==> config.mk <==
export PLATFORM = sky130hd
export DESIGN_NAME = serial_deserializer_flat
export DESIGN_NICKNAME = d
export VERILOG_FILES = /design/src/rtl/serial_deserializer_pkg.sv /design/src/rtl/serial_deserializer_if.sv /design/src/rtl/serial_deserializer_bit_counter.sv /design/src/rtl/serial_deserializer.sv /design/src/flat_wrapper.sv
export SDC_FILE = /design/constraint.sdc
export NUM_CORES = 1
export LEC_CHECK = 0
export CORE_MARGIN = 2
export CORE_UTILIZATION = 30
export CTS_BUF_LIST = sky130_fd_sc_hd__clkbuf_4
export CTS_CLUSTER_DIAMETER = 40
export DETAILED_ROUTE_END_ITERATION = 12
export PLACE_DENSITY = 0.53
export SETUP_SLACK_MARGIN = 0.1
export SYNTH_ARGS = -nofsm -noshare
export SYNTH_HDL_FRONTEND = slang
export SYNTH_SLANG_ARGS = --single-unit
==> constraint.sdc <==
create_clock -name clk -period 1.6 [get_ports clk]
set_input_delay 0.4 -clock clk [delete_from_list [all_inputs] [get_ports clk]]
set_output_delay 0.4 -clock clk [all_outputs]
set_load 0.03 [all_outputs]
==> src/rtl/serial_deserializer_pkg.sv <==
// Shared definitions for the serial deserializer.
//   state_e        : word-assembly FSM states (IDLE = no bits held, SHIFT = partial word)
//   DEFAULT_WIDTH  : default word length in bits
//   count_width()  : width of a counter that must hold the values 0..width
package serial_deserializer_pkg;

  typedef enum logic {
    ST_IDLE  = 1'b0,
    ST_SHIFT = 1'b1
  } state_e;

  localparam int DEFAULT_WIDTH = 8;

  function automatic int count_width(input int width);
    return $clog2(width + 1);
  endfunction

endpackage

==> src/rtl/serial_deserializer_if.sv <==
// Bus interface of the serial deserializer.
//   Serial side : sin, sin_valid, dir, flush
//   Word side   : o, o_valid, o_ready
//   Status      : busy, overrun, ovr_clr
// The master modport is the environment (bit producer + word consumer);
// the slave modport is the deserializer itself.
interface serial_deserializer_if
  import serial_deserializer_pkg::*;
#(
  parameter int WIDTH = DEFAULT_WIDTH
);

  logic             sin;
  logic             sin_valid;
  logic             dir;
  logic             flush;
  logic [WIDTH-1:0] o;
  logic             o_valid;
  logic             o_ready;
  logic             busy;
  logic             overrun;
  logic             ovr_clr;

  modport master (
    output sin, sin_valid, dir, flush, o_ready, ovr_clr,
    input  o, o_valid, busy, overrun
  );

  modport slave (
    input  sin, sin_valid, dir, flush, o_ready, ovr_clr,
    output o, o_valid, busy, overrun
  );

endinterface

==> src/rtl/serial_deserializer_bit_counter.sv <==
// Bit counter for one word of the deserializer.
//   clk, reset : clock, synchronous active-low reset
//   inc_i      : one bit accepted this edge
//   clr_i      : abandon the current word (count back to 0)
//   term_o     : the bit accepted this edge completes the word
//                (count == WIDTH-1 together with inc_i); count wraps to 0
module deser_bit_counter
  import serial_deserializer_pkg::*;
#(
  parameter int WIDTH = DEFAULT_WIDTH
) (
  input  logic clk,
  input  logic reset,
  input  logic inc_i,
  input  logic clr_i,
  output logic term_o
);

  localparam int CW = count_width(WIDTH);

  logic [CW-1:0] count_q, count_d;

  assign term_o = inc_i && (count_q == CW'(WIDTH - 1));

  always_comb begin
    count_d = count_q;
    if (clr_i) begin
      count_d = '0;
    end else if (term_o) begin
      count_d = '0;
    end else if (inc_i) begin
      count_d = count_q + CW'(1);
    end
  end

  always_ff @(posedge clk) begin
    if (!reset) begin
      count_q <= '0;
    end else begin
      count_q <= count_d;
    end
  end

endmodule

==> src/rtl/serial_deserializer.sv <==
// Serial-to-parallel deserializer with a one-word holding register.
//   clk, reset : clock, synchronous active-low reset
//   bus        : serial_deserializer_if slave modport
//                sin/sin_valid/dir/flush in, o/o_valid/o_ready word handshake,
//                busy (partial word), overrun (sticky drop flag) / ovr_clr.
// Bits are collected in a shift register; the completing bit is merged
// combinationally so the word reaches the holding register on that same edge.
module serial_deserializer
  import serial_deserializer_pkg::*;
#(
  parameter int WIDTH = DEFAULT_WIDTH
) (
  input  logic                  clk,
  input  logic                  reset,
  serial_deserializer_if.slave  bus
);

  state_e           state_q, state_d;
  logic             dir_q, dir_d;
  logic [WIDTH-1:0] sh_q, sh_d;
  logic [WIDTH-1:0] o_q, o_d;
  logic             o_valid_q, o_valid_d;
  logic             overrun_q, overrun_d;

  logic             accept;
  logic             term;
  logic             eff_dir;
  logic             drop;
  logic [WIDTH-1:0] shl;
  logic [WIDTH-1:0] shr;
  logic [WIDTH-1:0] shifted;

  // flush wins over a concurrent bit: that bit is neither counted nor shifted
  assign accept = bus.sin_valid && !bus.flush;

  deser_bit_counter #(.WIDTH(WIDTH)) u_counter (
    .clk    (clk),
    .reset  (reset),
    .inc_i  (accept),
    .clr_i  (bus.flush),
    .term_o (term)
  );

  // Both shift candidates, one bit position at a time
  for (genvar gi = 0; gi < WIDTH; gi++) begin : g_shift
    if (gi == 0) begin : g_shl_lsb
      assign shl[gi] = bus.sin;
    end else begin : g_shl_mid
      assign shl[gi] = sh_q[gi-1];
    end
    if (gi == WIDTH - 1) begin : g_shr_msb
      assign shr[gi] = bus.sin;
    end else begin : g_shr_mid
      assign shr[gi] = sh_q[gi+1];
    end
  end

  // The first bit of a word uses the live dir; later bits use the latched copy
  assign eff_dir = (state_q == ST_IDLE) ? bus.dir : dir_q;
  assign shifted = eff_dir ? shr : shl;

  always_comb begin
    state_d   = state_q;
    dir_d     = dir_q;
    sh_d      = sh_q;
    o_d       = o_q;
    o_valid_d = o_valid_q;
    overrun_d = overrun_q;
    drop      = 1'b0;

    if (bus.flush) begin
      state_d = ST_IDLE;
      sh_d    = '0;
    end else if (accept) begin
      if (state_q == ST_IDLE) begin
        dir_d = bus.dir;
      end
      if (term) begin
        // word leaves through the holding register; start the next one clean
        state_d = ST_IDLE;
        sh_d    = '0;
      end else begin
        state_d = ST_SHIFT;
        sh_d    = shifted;
      end
    end

    // A consume and a completion on the same edge hand over without a gap
    if (accept && term) begin
      if (!o_valid_q || bus.o_ready) begin
        o_d       = shifted;
        o_valid_d = 1'b1;
      end else begin
        drop = 1'b1;
      end
    end else if (o_valid_q && bus.o_ready) begin
      o_valid_d = 1'b0;
    end

    if (drop) begin
      overrun_d = 1'b1;
    end else if (bus.ovr_clr) begin
      overrun_d = 1'b0;
    end
  end

  always_ff @(posedge clk) begin
    if (!reset) begin
      state_q   <= ST_IDLE;
      dir_q     <= 1'b0;
      sh_q      <= '0;
      o_q       <= '0;
      o_valid_q <= 1'b0;
      overrun_q <= 1'b0;
    end else begin
      state_q   <= state_d;
      dir_q     <= dir_d;
      sh_q      <= sh_d;
      o_q       <= o_d;
      o_valid_q <= o_valid_d;
      overrun_q <= overrun_d;
    end
  end

  assign bus.o       = o_q;
  assign bus.o_valid = o_valid_q;
  assign bus.busy    = (state_q == ST_SHIFT);
  assign bus.overrun = overrun_q;

endmodule
==> src/flat_wrapper.sv <==
// flat-port wrapper written by rule: the top's interface ports become plain ports
module serial_deserializer_flat import serial_deserializer_pkg::*;
#(
  parameter int WIDTH = DEFAULT_WIDTH
)
  (clk, reset, bus_sin, bus_sin_valid, bus_dir, bus_flush, bus_o_ready, bus_ovr_clr, bus_o, bus_o_valid, bus_busy, bus_overrun);
  serial_deserializer_if #(.WIDTH(WIDTH)) bus_i ();
  input  logic clk;
  input  logic reset;
  input wire logic [$bits(bus_i.sin)-1:0] bus_sin;
  input wire logic [$bits(bus_i.sin_valid)-1:0] bus_sin_valid;
  input wire logic [$bits(bus_i.dir)-1:0] bus_dir;
  input wire logic [$bits(bus_i.flush)-1:0] bus_flush;
  input wire logic [$bits(bus_i.o_ready)-1:0] bus_o_ready;
  input wire logic [$bits(bus_i.ovr_clr)-1:0] bus_ovr_clr;
  output wire logic [$bits(bus_i.o)-1:0] bus_o;
  output wire logic [$bits(bus_i.o_valid)-1:0] bus_o_valid;
  output wire logic [$bits(bus_i.busy)-1:0] bus_busy;
  output wire logic [$bits(bus_i.overrun)-1:0] bus_overrun;
  assign bus_i.sin = bus_sin;
  assign bus_i.sin_valid = bus_sin_valid;
  assign bus_i.dir = bus_dir;
  assign bus_i.flush = bus_flush;
  assign bus_i.o_ready = bus_o_ready;
  assign bus_i.ovr_clr = bus_ovr_clr;
  assign bus_o = bus_i.o;
  assign bus_o_valid = bus_i.o_valid;
  assign bus_busy = bus_i.busy;
  assign bus_overrun = bus_i.overrun;
  serial_deserializer #(.WIDTH(WIDTH)) u_core (.clk(clk), .reset(reset), .bus(bus_i));
endmodule
======== Word level (Yosys, flattened, before mapping) ========
Index checks and enable logic that the tools add are counted.
storage, ports and cells
  register bits ........................... 24
  input port bits ......................... 8
  output and inout bits ................... 11
  logic and storage cells ................. 37
cells by class
  bitwise logic cells ..................... 2
  add/subtract/negate cells ............... 1
  eq/ne operators ......................... 2
  muxes and demuxes ....................... 11
  reductions and logical operators ........ 14
operators by type and width
  cell                 count
  $mux 8               2
  $mux 1               9
  $reduce_and 2->1     3
  $add 4x1->4 const B  1
  $eq 4x3->1 const B   1
  $logic_and 1x1->1    4
  $reduce_bool 2->1    2
  $reduce_or 3->1      1
  $logic_not 1->1      2
  $ne 2x2->1 const B   1
  $not 1->1            2
  $reduce_or 2->1      1
  $logic_or 1x1->1     1

======== Longest topological paths before layout ========
Gate-level depths: netlist of run 1.
  depth in word-level cells ............... 6
  depth in mapped cells ................... 5
  depth with buffers taken out ............ 4

======== Hierarchy ========
A second synthesis of run 1 with hierarchy kept.
unflattened totals
  cells, all modules ...................... 99
  area total of the unflattened synthesis .. 1024.7 um^2
modules (own cells, without submodules)
  module               area an instance (um^2)  instances  seq. area each (um^2)  cells each
  serial_deserializer  842.1                    1          400.4                  82
  deser_bit_counter    182.7                    1          80.1                   17

======== Worst setup path before layout of run 1 ========
No wires, ideal clock.
  path type ............................... register -> register
  start point ............................. register u_core.state_q, in the netlist u_core.bus.busy
  end point ............................... register u_core.o_q[7], in the netlist u_core.bus.o[7]
  buffers on the path ..................... 0
  setup time .............................. 133 ps
  slack ................................... 53 ps
  stages on the path, launching flop included .. 4
  required time ........................... 1467 ps
  arrival ................................. 1414 ps
  clock period less this slack ............ 1547 ps
  path through ............................ dfxtp_1 -> mux2i_4 -> mux2i_1 -> a211oi_2
on the way
  longest elaborated chain between the ends .. 2
ends and longest elaborated chain
  element                 RTL line                    RTL
  start, declared         serial_deserializer.sv:18   state_e state_q, state_d;
  start signal, assigned  serial_deserializer.sv:116  state_q <= state_d;
  $mux 1                  serial_deserializer.sv:59   assign eff_dir = (state_q == ST_IDLE) ? bus.dir : dir_q;
  $mux 8                  serial_deserializer.sv:60   assign shifted = eff_dir ? shr : shl;
  end signal, assigned    serial_deserializer.sv:112  o_q <= '0;
  end signal, assigned    serial_deserializer.sv:119  o_q <= o_d;
  end, declared           serial_deserializer.sv:21   logic [WIDTH-1:0] o_q, o_d;
Every way passes these cells.
A chain may end at the register's enable or synchronous reset.

======== Worst setup path after layout of run 1 ========
  start point ............................. input bus_dir
  end point ............................... register u_core.sh_q[3]
on the way
  longest elaborated chain between the ends .. 3
ends and longest elaborated chain
  element               RTL line                    RTL
  start, declared       flat_wrapper.sv:12          input wire logic [$bits(bus_i.dir)-1:0] bus_dir;
  $mux 1                serial_deserializer.sv:59
  $mux 8                serial_deserializer.sv:60
  $mux 8                serial_deserializer.sv:78   if (term) begin
  end signal, assigned  serial_deserializer.sv:111  sh_q <= '0;
  end signal, assigned  serial_deserializer.sv:118  sh_q <= sh_d;
  end, declared         serial_deserializer.sv:20   logic [WIDTH-1:0] sh_q, sh_d;
Every way passes these cells.

==> flow_results.org, run 1 <==
** Routing
- Detailed routing inserted a total of between 800 and 900 vias.
- After detailed routing, the number of remaining DRC violations is 0.
- Remaining number of nets flagged by the antenna check after routing :: 0
- Vias per Instance :: 4.90
- The first TritonRoute pass finished after 2 iterations.
- Dividing the detail-routed wire length by the instance count gives 13.2 um.
- After detailed routing, the total wire length is between 2 and 2.5 mm.
- For this block, the initial DRC count from the detailed router was 11.

** Synth
- When the netlist entered floorplanning its net count stood at 105.
- Most area-consuming cells after synthesis :: sky130_fd_sc_hd__dfxtp_1 49%, sky130_fd_sc_hd__mux2i_1 8.1%, sky130_fd_sc_hd__o2bb2ai_1 7.1%
- The portion of synthesized area spent on multiplexers is 0.104.
- Adder and majority cell fraction of the synthesized area :: 0.0126
- Yosys top cell area share :: 0.485
- The Yosys step of the flow raised 0 warnings.
- Part of the Yosys area used for sequential elements :: 0.485
- By area, the combinational part of the netlist is dominated by compound AO/OA/AOI/OAI gates.
- Post-synth cell types :: 27
- Post-synthesis sequential element count :: 24
- Netlist area before placement :: 990 sq um
- Of the total synthesized cell area, the portion taken by AND, OR, NAND and NOR gates is 0.120.
- Gate count after technology mapping :: between 90 and 100
- Post-synthesis area per instance :: 10.3 sq um
- Synthesized-area fraction occupied by ao, oa, aoi and oai cells :: 0.230
- Yosys top cell by area :: sky130_fd_sc_hd__dfxtp_1
- Xor and xnor area share after synthesis :: 0.0177

** STA
- Headroom to the max-slew limit :: 0.626
- Across the routed clock network, the largest skew measured is about 17 ps.
- Based on the critical path, the design can be clocked at up to 684 MHz.
- The number of hold violations in the final report is 0.
- Sum of negative setup slack :: 0 ps
- Slew @ Worst Pin :: 559 ps
- Dividing the final minimum period by the clock period gives 0.913.
- Min Tclk post-route :: 1460 ps
- The tightest hold path in the finished design has a slack of 483 ps.
- Total count of max-transition violations in the final report :: 0
- Setup repair after global routing missed its margin :: yes
- Final setup violation count :: 0
- Across all setup checks in the final design, the least slack found is 139 ps.

** Clock tree
- After clock tree synthesis, the clock-pin slew on the worst setup and hold paths is roughly 140 ps.
- Max Buffers Root-to-Sink :: 2
- Buffers inserted during clock tree synthesis total 3.
- Root buffer selected by CTS :: sky130_fd_sc_hd__clkbuf_4
- Clk sinks :: 24
- Clock H-tree levels :: 1
- The clock reaches the later pin of the worst-skew pair after 320 ps.
- Buffers added to address setup during post-CTS repair amount to 0.
- CTS tree :: done

** Setup path
- Along the worst path, the maximum fanout reaches 8.
- Longest individual stage delay on the worst path :: 460 ps
- Crit-path cells :: clkdlybuf4s50_1 > mux2i_4 > buf_12 > mux2i_1 > o2bb2ai_1
- Grouping stages by cell kind, the critical path spends the most delay in buffers and inverters.
- Required @ worst endpoint :: 1800 ps
- In this run the register-to-register setup slack is 150 ps.
- Worst r2r src :: u_core.u_counter.count_q[1]$_SDFFE_PP0P_
- Measured in cells, the most critical reg-to-reg path has a length of 4.
- Crit Path Class :: input pin to register
- Reg2reg end :: u_core.sh_q[3]$_SDFFE_PP0P_
- The worst setup path is launched from an input pin.
- Crit path arrival time :: 1660 ps
- Worst-path cell with the longest stage delay :: sky130_fd_sc_hd__clkdlybuf4s50_1
- Type of destination of the critical path :: register
- Worst path buffer plus inverter count :: 2

** Placement
- Post-Place Setup Slack :: -168 ps
- DP Cell Count :: 160
- Summing all placed instances gives a cell area of 0.00127 sq mm.
- After legalization and detailed placement, the total HPWL measured approximately 1.6 mm.
- Routability-driven placement finished with a final weighted congestion of between 0.7 and 0.8.
- I/O Buffers :: 18

** Floorplanning
- The die covers 0.00377 sq mm.
- Placeable core region :: 0.00310 sq mm
- Measured along the x axis, the die boundary spans 61.4 um.
- For this configuration, the core starts out at a cell density of 0.319.
- Site Rows :: 20
- Die height :: 61.4 um
- Io pins :: 19

** Global routing
- Wire length of the first global-routing pass :: 3.57 mm
- The initial antenna violation count was 0.
- Global routing finished with a remaining overflow of 0.
- The number of global-route vias before repair came to approximately 750.
- For this run, the total global-route usage over all layers was measured as 0.129.
- Pin count of the biggest net entering global routing :: 15

** Layout
- Area taken by multi-input logic gates :: approximately 490 sq um
- Inserted Diodes :: 0
- Of the cells placed in the final design, the portion with a size suffix greater than 1 is 0.217.
- The sequential cells in the finished layout cover a total of 483 sq um.
- The net count of the finished layout is 130.
- Number of inserted filler cells in the final layout :: 325
- Summed area of non-filler cells in the final layout :: 0.00129 sq mm
- Final cell count without fillers :: 164
- Syn-to-layout area delta :: 30.8%

** Hold path
- The worst hold path terminates at u_core.sh_q[7]$_SDFFE_PP0P_.
- Worst hold stages :: 1
- Path category of the worst min-delay check :: register to register
- Hold Crit Start :: u_core.sh_q[7]$_SDFFE_PP0P_

** Power and ir drop
- Worst ir drop on vdd :: 0.522 mV
- In this run the static leakage power is between 0.4 and 0.5 nW.
- Power per cell area :: 878 mW/mm^2

** Run status
- Result of the run :: finished, final reports clean

** Flow run
- Number of violations of the max-capacitance limit :: 0
## cell usage after synthesis
cell type / instances
sky130_fd_sc_hd__dfxtp_1: 24
sky130_fd_sc_hd__a31oi_1: 8
sky130_fd_sc_hd__mux2i_1: 8
sky130_fd_sc_hd__o2bb2ai_1: 8
sky130_fd_sc_hd__a211oi_1: 7
sky130_fd_sc_hd__a21oi_1: 5
sky130_fd_sc_hd__nor2_1: 5
sky130_fd_sc_hd__nand2b_1: 4
sky130_fd_sc_hd__clkbuf_1: 3
sky130_fd_sc_hd__nand2_1: 3
sky130_fd_sc_hd__buf_2: 2
sky130_fd_sc_hd__nand3b_1: 2
sky130_fd_sc_hd__o21ai_0: 2
sky130_fd_sc_hd__or3_1: 2
sky130_fd_sc_hd__a211oi_2: 1
sky130_fd_sc_hd__a21o_1: 1
sky130_fd_sc_hd__and2b_1: 1
sky130_fd_sc_hd__and3_1: 1
sky130_fd_sc_hd__and3b_1: 1
sky130_fd_sc_hd__clkbuf_2: 1
sky130_fd_sc_hd__ha_1: 1
sky130_fd_sc_hd__inv_1: 1
sky130_fd_sc_hd__mux2i_4: 1
sky130_fd_sc_hd__nand3_1: 1
sky130_fd_sc_hd__nand4b_1: 1
sky130_fd_sc_hd__xnor2_1: 1
sky130_fd_sc_hd__xor2_1: 1
## what timing repair did
item / 4_1_cts / 5_1_grt
pin swaps: 0 / 1
resized for setup: 16 / 17
hold buffers: 0 / 0
setup endpoints to repair: 19 / 17
## worst reg2reg max path, cell delays in order, from the launching register on
cell                        delay (ps)
sky130_fd_sc_hd__dfxtp_1           360
sky130_fd_sc_hd__ha_1              200
sky130_fd_sc_hd__and3b_1           230
sky130_fd_sc_hd__or3_4             430
sky130_fd_sc_hd__o2bb2ai_1         150
## layout by cell type (no fill, tap or decap)
cell type,Yosys,final
sky130_fd_sc_hd__nor2_1,5,5
sky130_fd_sc_hd__clkbuf_2,1,8
sky130_fd_sc_hd__xor2_1,1,1
sky130_fd_sc_hd__or3_1,2,1
sky130_fd_sc_hd__dlygate4sd2_1,0,1
sky130_fd_sc_hd__and3b_1,1,1
sky130_fd_sc_hd__inv_1,1,1
sky130_fd_sc_hd__or3_4,0,1
sky130_fd_sc_hd__xnor2_1,1,1
sky130_fd_sc_hd__and2b_1,1,1
sky130_fd_sc_hd__clkdlybuf4s15_1,0,2
sky130_fd_sc_hd__a31oi_1,8,8
sky130_fd_sc_hd__ha_1,1,1
sky130_fd_sc_hd__o2bb2ai_1,8,8
sky130_fd_sc_hd__nand2_1,3,3
sky130_fd_sc_hd__dfxtp_1,24,22
sky130_fd_sc_hd__clkdlybuf4s50_1,0,7
sky130_fd_sc_hd__a211oi_1,7,7
sky130_fd_sc_hd__buf_6,0,1
sky130_fd_sc_hd__mux2i_1,8,8
sky130_fd_sc_hd__clkbuf_4,0,3
sky130_fd_sc_hd__a21oi_1,5,5
sky130_fd_sc_hd__nand4b_1,1,1
sky130_fd_sc_hd__o21ai_0,2,2
sky130_fd_sc_hd__and3_2,0,1
sky130_fd_sc_hd__mux2i_4,1,1
sky130_fd_sc_hd__nand3b_1,2,2
sky130_fd_sc_hd__a21o_1,1,1
sky130_fd_sc_hd__a211oi_2,1,1
sky130_fd_sc_hd__buf_12,0,1
sky130_fd_sc_hd__bufinv_16,0,1
sky130_fd_sc_hd__nand2b_1,4,4
sky130_fd_sc_hd__dfxtp_2,0,2
sky130_fd_sc_hd__nand3_1,1,1
sky130_fd_sc_hd__buf_4,0,6
## layer usage
| metal | vias to the layer above | wire [um] | track usage |
|---|---|---|---|
| met5 | - | 0 | 0 |
| met4 | 0 | 15 | 0.0274 |
| met3 | 2 | 76 | 0.0441 |
| met2 | 9 | 984 | 0.191 |
| met1 | 385 | 1090 | 0.183 |
| li1 | 407 | - | - |
## report_power, final
group / internal (W) / total (W) / leakage [nW] / switching (W)
logic: 0.0000494 / 0.0000916 / 0.261 / 0.0000422
registers: 0.000602 / 0.000607 / 0.195 / 0.00000441
clock network: 0.000253 / 0.000439 / 0.0279 / 0.000186
total: 0.000905 / 0.00114 / 0.484 / 0.000232
## cells by family (layout without fill, tap and decap cells)
family / Yosys count / after routing
xor+xnor: 2 / 2
simple gates: 21 / 21
compound gates: 32 / 32
flops: 24 / 24
mux: 9 / 9
buf+inv: 7 / 31
fa+ha+maj: 1 / 1
## cell type report
type                       instances  area share
sequential                        24       0.373
clock buffer                       3      0.0174
multi-input combinational         65       0.375
tap                               44      0.0425
timing repair buffer              26       0.166
clock inverter                     1      0.0232
inverter                           1     0.00290
## worst max path at each step
| stage | to | cells after the start | slack, ps | from |
|---|---|---|---|---|
| 2_1_floorplan | u_core.bus.o[0]$_SDFFE_PN0P_ | 5 | 200 | u_core.bus.o_valid$_SDFFE_PN0P_ |
| 3_3_place_gp | u_core.bus.o[1]$_SDFFE_PN0P_ | 5 | -150 | bus_dir |
| 3_5_place_dp | u_core.sh_q[3]$_SDFFE_PP0P_ | 5 | -170 | bus_dir |
| 4_1_cts | bus_busy | 1 | 50 | u_core.bus.busy$_SDFFE_PP0P_ |
| 5_1_grt | u_core.sh_q[6]$_SDFFE_PP0P_ | 4 | 70 | u_core.u_counter.count_q[1]$_SDFFE_PP0P_ |
| 6_report | u_core.sh_q[3]$_SDFFE_PP0P_ | 5 | 140 | bus_dir |
## through the flow
stage,util,power (W)
after floorplan,-,0.000665
after global placement,0.410,0.000711
after detailed placement,0.410,0.000712
after CTS,0.426,0.00115
after global routing,0.417,0.00118
final,0.417,0.00114
## registers in the layout (all words and copies together) (netlist names)
signal and flops:
u_core.bus.o 8, u_core.bus.o_valid 1, u_core.sh_q 8, u_core.u_counter.count_q 4, u_core.bus.overrun 1, u_core.bus.busy 1
u_core.dir_q 1
(Power assumes the default switching activity.)
==> inputs of run 2 (changes only) <==
--- a/config.mk
+++ b/config.mk
@@ -12,6 +12,8 @@
 export DETAILED_ROUTE_END_ITERATION = 12
 export PLACE_DENSITY = 0.53
 export SETUP_SLACK_MARGIN = 0.1
+export SLEW_MARGIN = 20
 export SYNTH_ARGS = -nofsm -noshare
 export SYNTH_HDL_FRONTEND = slang
+export SYNTH_HIERARCHICAL = 1
 export SYNTH_SLANG_ARGS = --single-unit
==> flow_results.org, run 2 <==
** Run status
- Result of the run :: finished, final reports clean

** Synth
- Main synth FF type :: sky130_fd_sc_hd__dfxtp_1
- The post-synthesis async set-or-reset flop share is 0 (unchanged).
- The multiplexer area fraction after synthesis was 0.110 (+0.00622).
- The post-synthesis sequential element count is 24 (unchanged).
- Yosys top cell area share :: 0.469 (-0.0166)
- Synth Area in Simple Gates :: 0.147 (+0.0264)
- In the synthesized netlist, the cells that appear most often are 24 x sky130_fd_sc_hd__dfxtp_1, 10 x sky130_fd_sc_hd__a21oi_1, 9 x sky130_fd_sc_hd__mux2i_1, 9 x sky130_fd_sc_hd__nand2_1, 9 x sky130_fd_sc_hd__o21ai_0.
- Net count of the mapped netlist :: 108 (+2.9%)
- By area, the combinational part of the netlist is dominated by compound AO/OA/AOI/OAI gates.
- Post-synth cell types :: 26 (-3.7%)
- Xor and xnor area share after synthesis :: 0.0256 (+0.00794)
- By area the synthesized netlist is led by sky130_fd_sc_hd__dfxtp_1 47%, sky130_fd_sc_hd__a211oi_2 9.8%, sky130_fd_sc_hd__mux2i_1 8.8%.
- Post-synth EDFFs :: 0 (unchanged)
- Part of the Yosys area used for sequential elements :: 0.469 (-0.0166)
- Number of warning messages in the yosys log :: 6 (+6)
- Adder and majority cell fraction of the synthesized area :: 0.0122 (-0.000432)
- Gate count after technology mapping :: 99 (+3.1%)
- Of all cell types, the one taking the most synthesized area is sky130_fd_sc_hd__dfxtp_1.
- The per-instance average area after synthesis was 10.4 sq um (+0.40%).
- Synthesized-area fraction occupied by ao, oa, aoi and oai cells :: 0.206 (-0.0237)
- The post-synthesis instance area came to 0.00102 sq mm (+3.5%).
- Yosys instantiated no cell more often than sky130_fd_sc_hd__dfxtp_1.

** STA
- Total count of max-transition violations in the final report :: 0 (unchanged)
- Final setup violation count :: 0 (unchanged)
- The number of hold violations in the final report came to 0 (unchanged).
- Share of the clock period used by the worst path :: 0.909 (-0.00448)
- Setup repair after global routing left no endpoint under its margin.
- The highest clock frequency the design can meet was 688 MHz (+0.49%).
- Min Tclk post-route :: 1450 ps (-7.16 ps)
- Headroom to the max-slew limit :: 0.771 (+0.145)
- The slew of the pin with the lowest slew margin is 334 ps (-225 ps).
- Worst Skew :: 17.0 ps (+0.403 ps)

** Setup path
- Critical Path Start Type :: input pin
- R2R cell count :: 6 (+2)
- Worst-path cell with the longest stage delay :: sky130_fd_sc_hd__clkdlybuf4s50_1
- The worst register-to-register path begins at u_core/u_counter/count_q[0]$_SDFFE_PP0P_.
- STA classifies the critical path endpoint as a register.
- On the critical path the largest part of the delay comes from buffers and inverters.
- In this run the worst setup path begins at bus_dir.
- The critical path data arrival time is 1650 ps (about the same).
- Critical path fanouts, max :: 9 (+1)
- Required @ worst endpoint :: 1800 ps (about the same)
- Crit-path cells :: clkdlybuf4s50_1 > mux2i_4 > buf_12 > mux2i_1 > a211oi_2
- The endpoint identified for the worst register-to-register timing path is u_core/bus.o[1]$_SDFFE_PN0P_.
- The critical path's largest stage delay was 450 ps (about the same).
- The critical path is of the input pin to register type.
- The register-to-register path setup slack is 180 ps (+30 ps).
- Worst path buffer plus inverter count :: 2 (unchanged)

** Global routing
- Wire length of the first global-routing pass :: 3.80 mm (+6.6%)
- Total routing usage reported by global routing :: 0.121 (-0.00831)
- Pin count of the biggest net entering global routing :: 15 (unchanged)
- Via count of the first global-routing pass :: 837 (+12%)
- The aggregate global routing overflow is 0 (unchanged).
- Antenna violations before repair :: 0 (unchanged)

** Placement
- Final RePlAce weighted congestion :: 0.737 (-3.7%)
- The detailed placer's ending HPWL is 1.71 mm (+4.3%).
- I/O Buffers :: 18 (unchanged)

** Layout
- The fraction of final layout cells sized beyond drive strength 1 came to 0.331 (+0.114).
- The count of nets after finishing was 140 (+7.7%).
- The number of filler instances in the final layout was 365 (+12%).
- Most frequent cells in the layout :: 21 x sky130_fd_sc_hd__dfxtp_1, 10 x sky130_fd_sc_hd__a21oi_1, 10 x sky130_fd_sc_hd__buf_4
- The count of antenna diodes in the layout is 0 (unchanged).
- Post-layout utilization of the core :: 0.421 (+0.00405)
- Leaving out fill and tap cells, the most frequent cell in the layout is sky130_fd_sc_hd__dfxtp_1.
- Register Area :: 484 sq um (+0.26%)
- Compared with the post-synthesis result, the final layout area differs by 36.1%.
- Area taken by multi-input logic gates :: 527 sq um (+8.5%)

** Hold path
- End point of the worst hold path :: u_core/sh_q[7]$_SDFFE_PP0P_
- The startpoint identified for the worst hold timing path is u_core/sh_q[7]$_SDFFE_PP0P_.
- The hold path depth was 2 (+1).
- Path category of the worst min-delay check :: register to register

** Clock tree
- The clock latency on the worst-skew pair is 320 ps (about the same).
- The buffer depth of the longest clock path is 2 (unchanged).
- The depth of the CTS H-tree came to 1 (unchanged).
- The clock sink total was 24 (unchanged).
- The number of CTS-inserted buffers is 3 (unchanged).
- TritonCTS built the clock tree.
- Clk pin slew, worst setup/hold paths :: 140 ps (about the same)
- Root buffer selected by CTS :: sky130_fd_sc_hd__clkbuf_4

** Floorplanning
- Chip width :: 62.4 um (+1.6%)
- Total Die Area :: 0.00390 sq mm (+3.3%)
- Site Rows :: 21 (+5.0%)
- The number of top-level pins is 19 (unchanged).
- The core area came to 0.00331 sq mm (+6.7%).
- Die height :: 62.4 um (+1.6%)
- The effective utilization at floorplan came to 0.310 (-0.00943).

** Routing
- The via density per instance came to 4.66 (-4.7%).
- Total number of vias :: 821 (+2.2%)
- DRC violations left :: 0 (unchanged)
- Drt pass-1 iters :: 4 (+2)
- The aggregate routed wire length came to 2.18 mm (+0.60%).
- Post-detailed-route wirelength per cell :: 12.4 um (-6.3%)
- The iteration-0 DRC count of the detailed router was 18 (+7).
- Remaining number of nets flagged by the antenna check after routing :: 0 (unchanged)

** Power and ir drop
- Power Total :: 0.00115 W (+0.70%)
- The leakage component of the power came to 0.539 nW (+11%).
- Worst ir drop on vdd :: 0.628 mV (+20%)
- Power per cell area :: 821 mW/mm^2 (-6.5%)

** Flow run
- Number of violations of the max-capacitance limit :: 0 (unchanged)
==> run 2: changes by cell type in the layout (fill, tap and decap cells not counted), moves of 3 or more <==
cell	before	now
sky130_fd_sc_hd__a31oi_1	8	0
sky130_fd_sc_hd__buf_4	6	10
sky130_fd_sc_hd__o21ai_1	0	8
sky130_fd_sc_hd__a21oi_1	5	10
sky130_fd_sc_hd__a211oi_2	1	8
sky130_fd_sc_hd__o2bb2ai_1	8	0
sky130_fd_sc_hd__a211oi_1	7	1
sky130_fd_sc_hd__dlygate4sd2_1	1	4
sky130_fd_sc_hd__nand2b_1	4	1
sky130_fd_sc_hd__nand2_1	3	9
==> run 2: worst max-delay path by stage <==
stage / cells past startpoint / to / slack (ps)
2_1_floorplan: 7 / u_core/bus.o[0]$_SDFFE_PN0P_ / 10
4_1_cts: 1 / bus_busy / 60
6_report: 5 / u_core/bus.o[1]$_SDFFE_PN0P_ / 150
3_3_place_gp: 7 / u_core/bus.o[1]$_SDFFE_PN0P_ / -320
3_5_place_dp: 7 / u_core/bus.o[2]$_SDFFE_PN0P_ / -370
5_1_grt: 6 / u_core/bus.o[1]$_SDFFE_PN0P_ / 100
==> run 2: repair_timing <==
item | CTS | global route
hold buffers | 0 | 0
setup buffers | 0 | 1
gates resized for setup | 20 | 23
pin swaps | 2 | 4
setup endpoints to repair | 30 | 25
==> run 2: cells by family (layout without fill, tap and decap cells) <==
kind of cell | Yosys count | count (layout)
AOI/OAI and AO/OA | 29 | 29
xor gates and xnor gates | 3 | 3
adders and majority gates | 1 | 1
buffers and inverters | 6 | 37
DFF | 24 | 24
muxes | 10 | 10
and+or+nand+nor | 26 | 26
==> run 2: cell type report <==
| cell class | instances | share of cell area |
|---|---|---|
| Inverter | 2 | 0.00538 |
| Clock inverter | 1 | 0.0215 |
| Tap cell | 46 | 0.0413 |
| Clock buffer | 3 | 0.0161 |
| Multi-Input combinational cell | 69 | 0.378 |
| Sequential cell | 24 | 0.347 |
| Timing Repair Buffer | 31 | 0.191 |
==> run 2: power by group <==
part           leakage [nW]  internal [W]  switching [W]
clock network        0.0279      0.000253       0.000182
registers             0.195      0.000603     0.00000506
logic                 0.316     0.0000557      0.0000463
==> run 2: worst register-to-register path, cell delays in order (launching register included) <==
cell                       delay (ps)
sky130_fd_sc_hd__dfxtp_2          370
sky130_fd_sc_hd__ha_2             180
sky130_fd_sc_hd__and4b_4          230
sky130_fd_sc_hd__and3b_2          210
sky130_fd_sc_hd__buf_6            120
sky130_fd_sc_hd__a21oi_1           70
sky130_fd_sc_hd__a211oi_2         190
==> run 2: layer usage <==
metal / vias up / global-route usage / share of wire
li1: 415 / - / -
met1: 392 / 0.156 / 0.47
met2: 12 / 0.199 / 0.49
met3: 2 / 0.0378 / 0.034
met4: 0 / 0.0250 / 0.0087
met5: - / 0 / 0
==> run 2: through the flow <==
stage	std cells	setup slack, ps	TNS, ps	cell area (sq um)	hold slack [ps]
finish	176	146	0	1400	459
global route	176	100	0	1400	499
floorplan	99	11.7	0	1040	424
global placement	171	-324	-5550	1360	439
detailed placement	171	-372	-6430	1360	447
CTS	175	56.2	0	1410	480
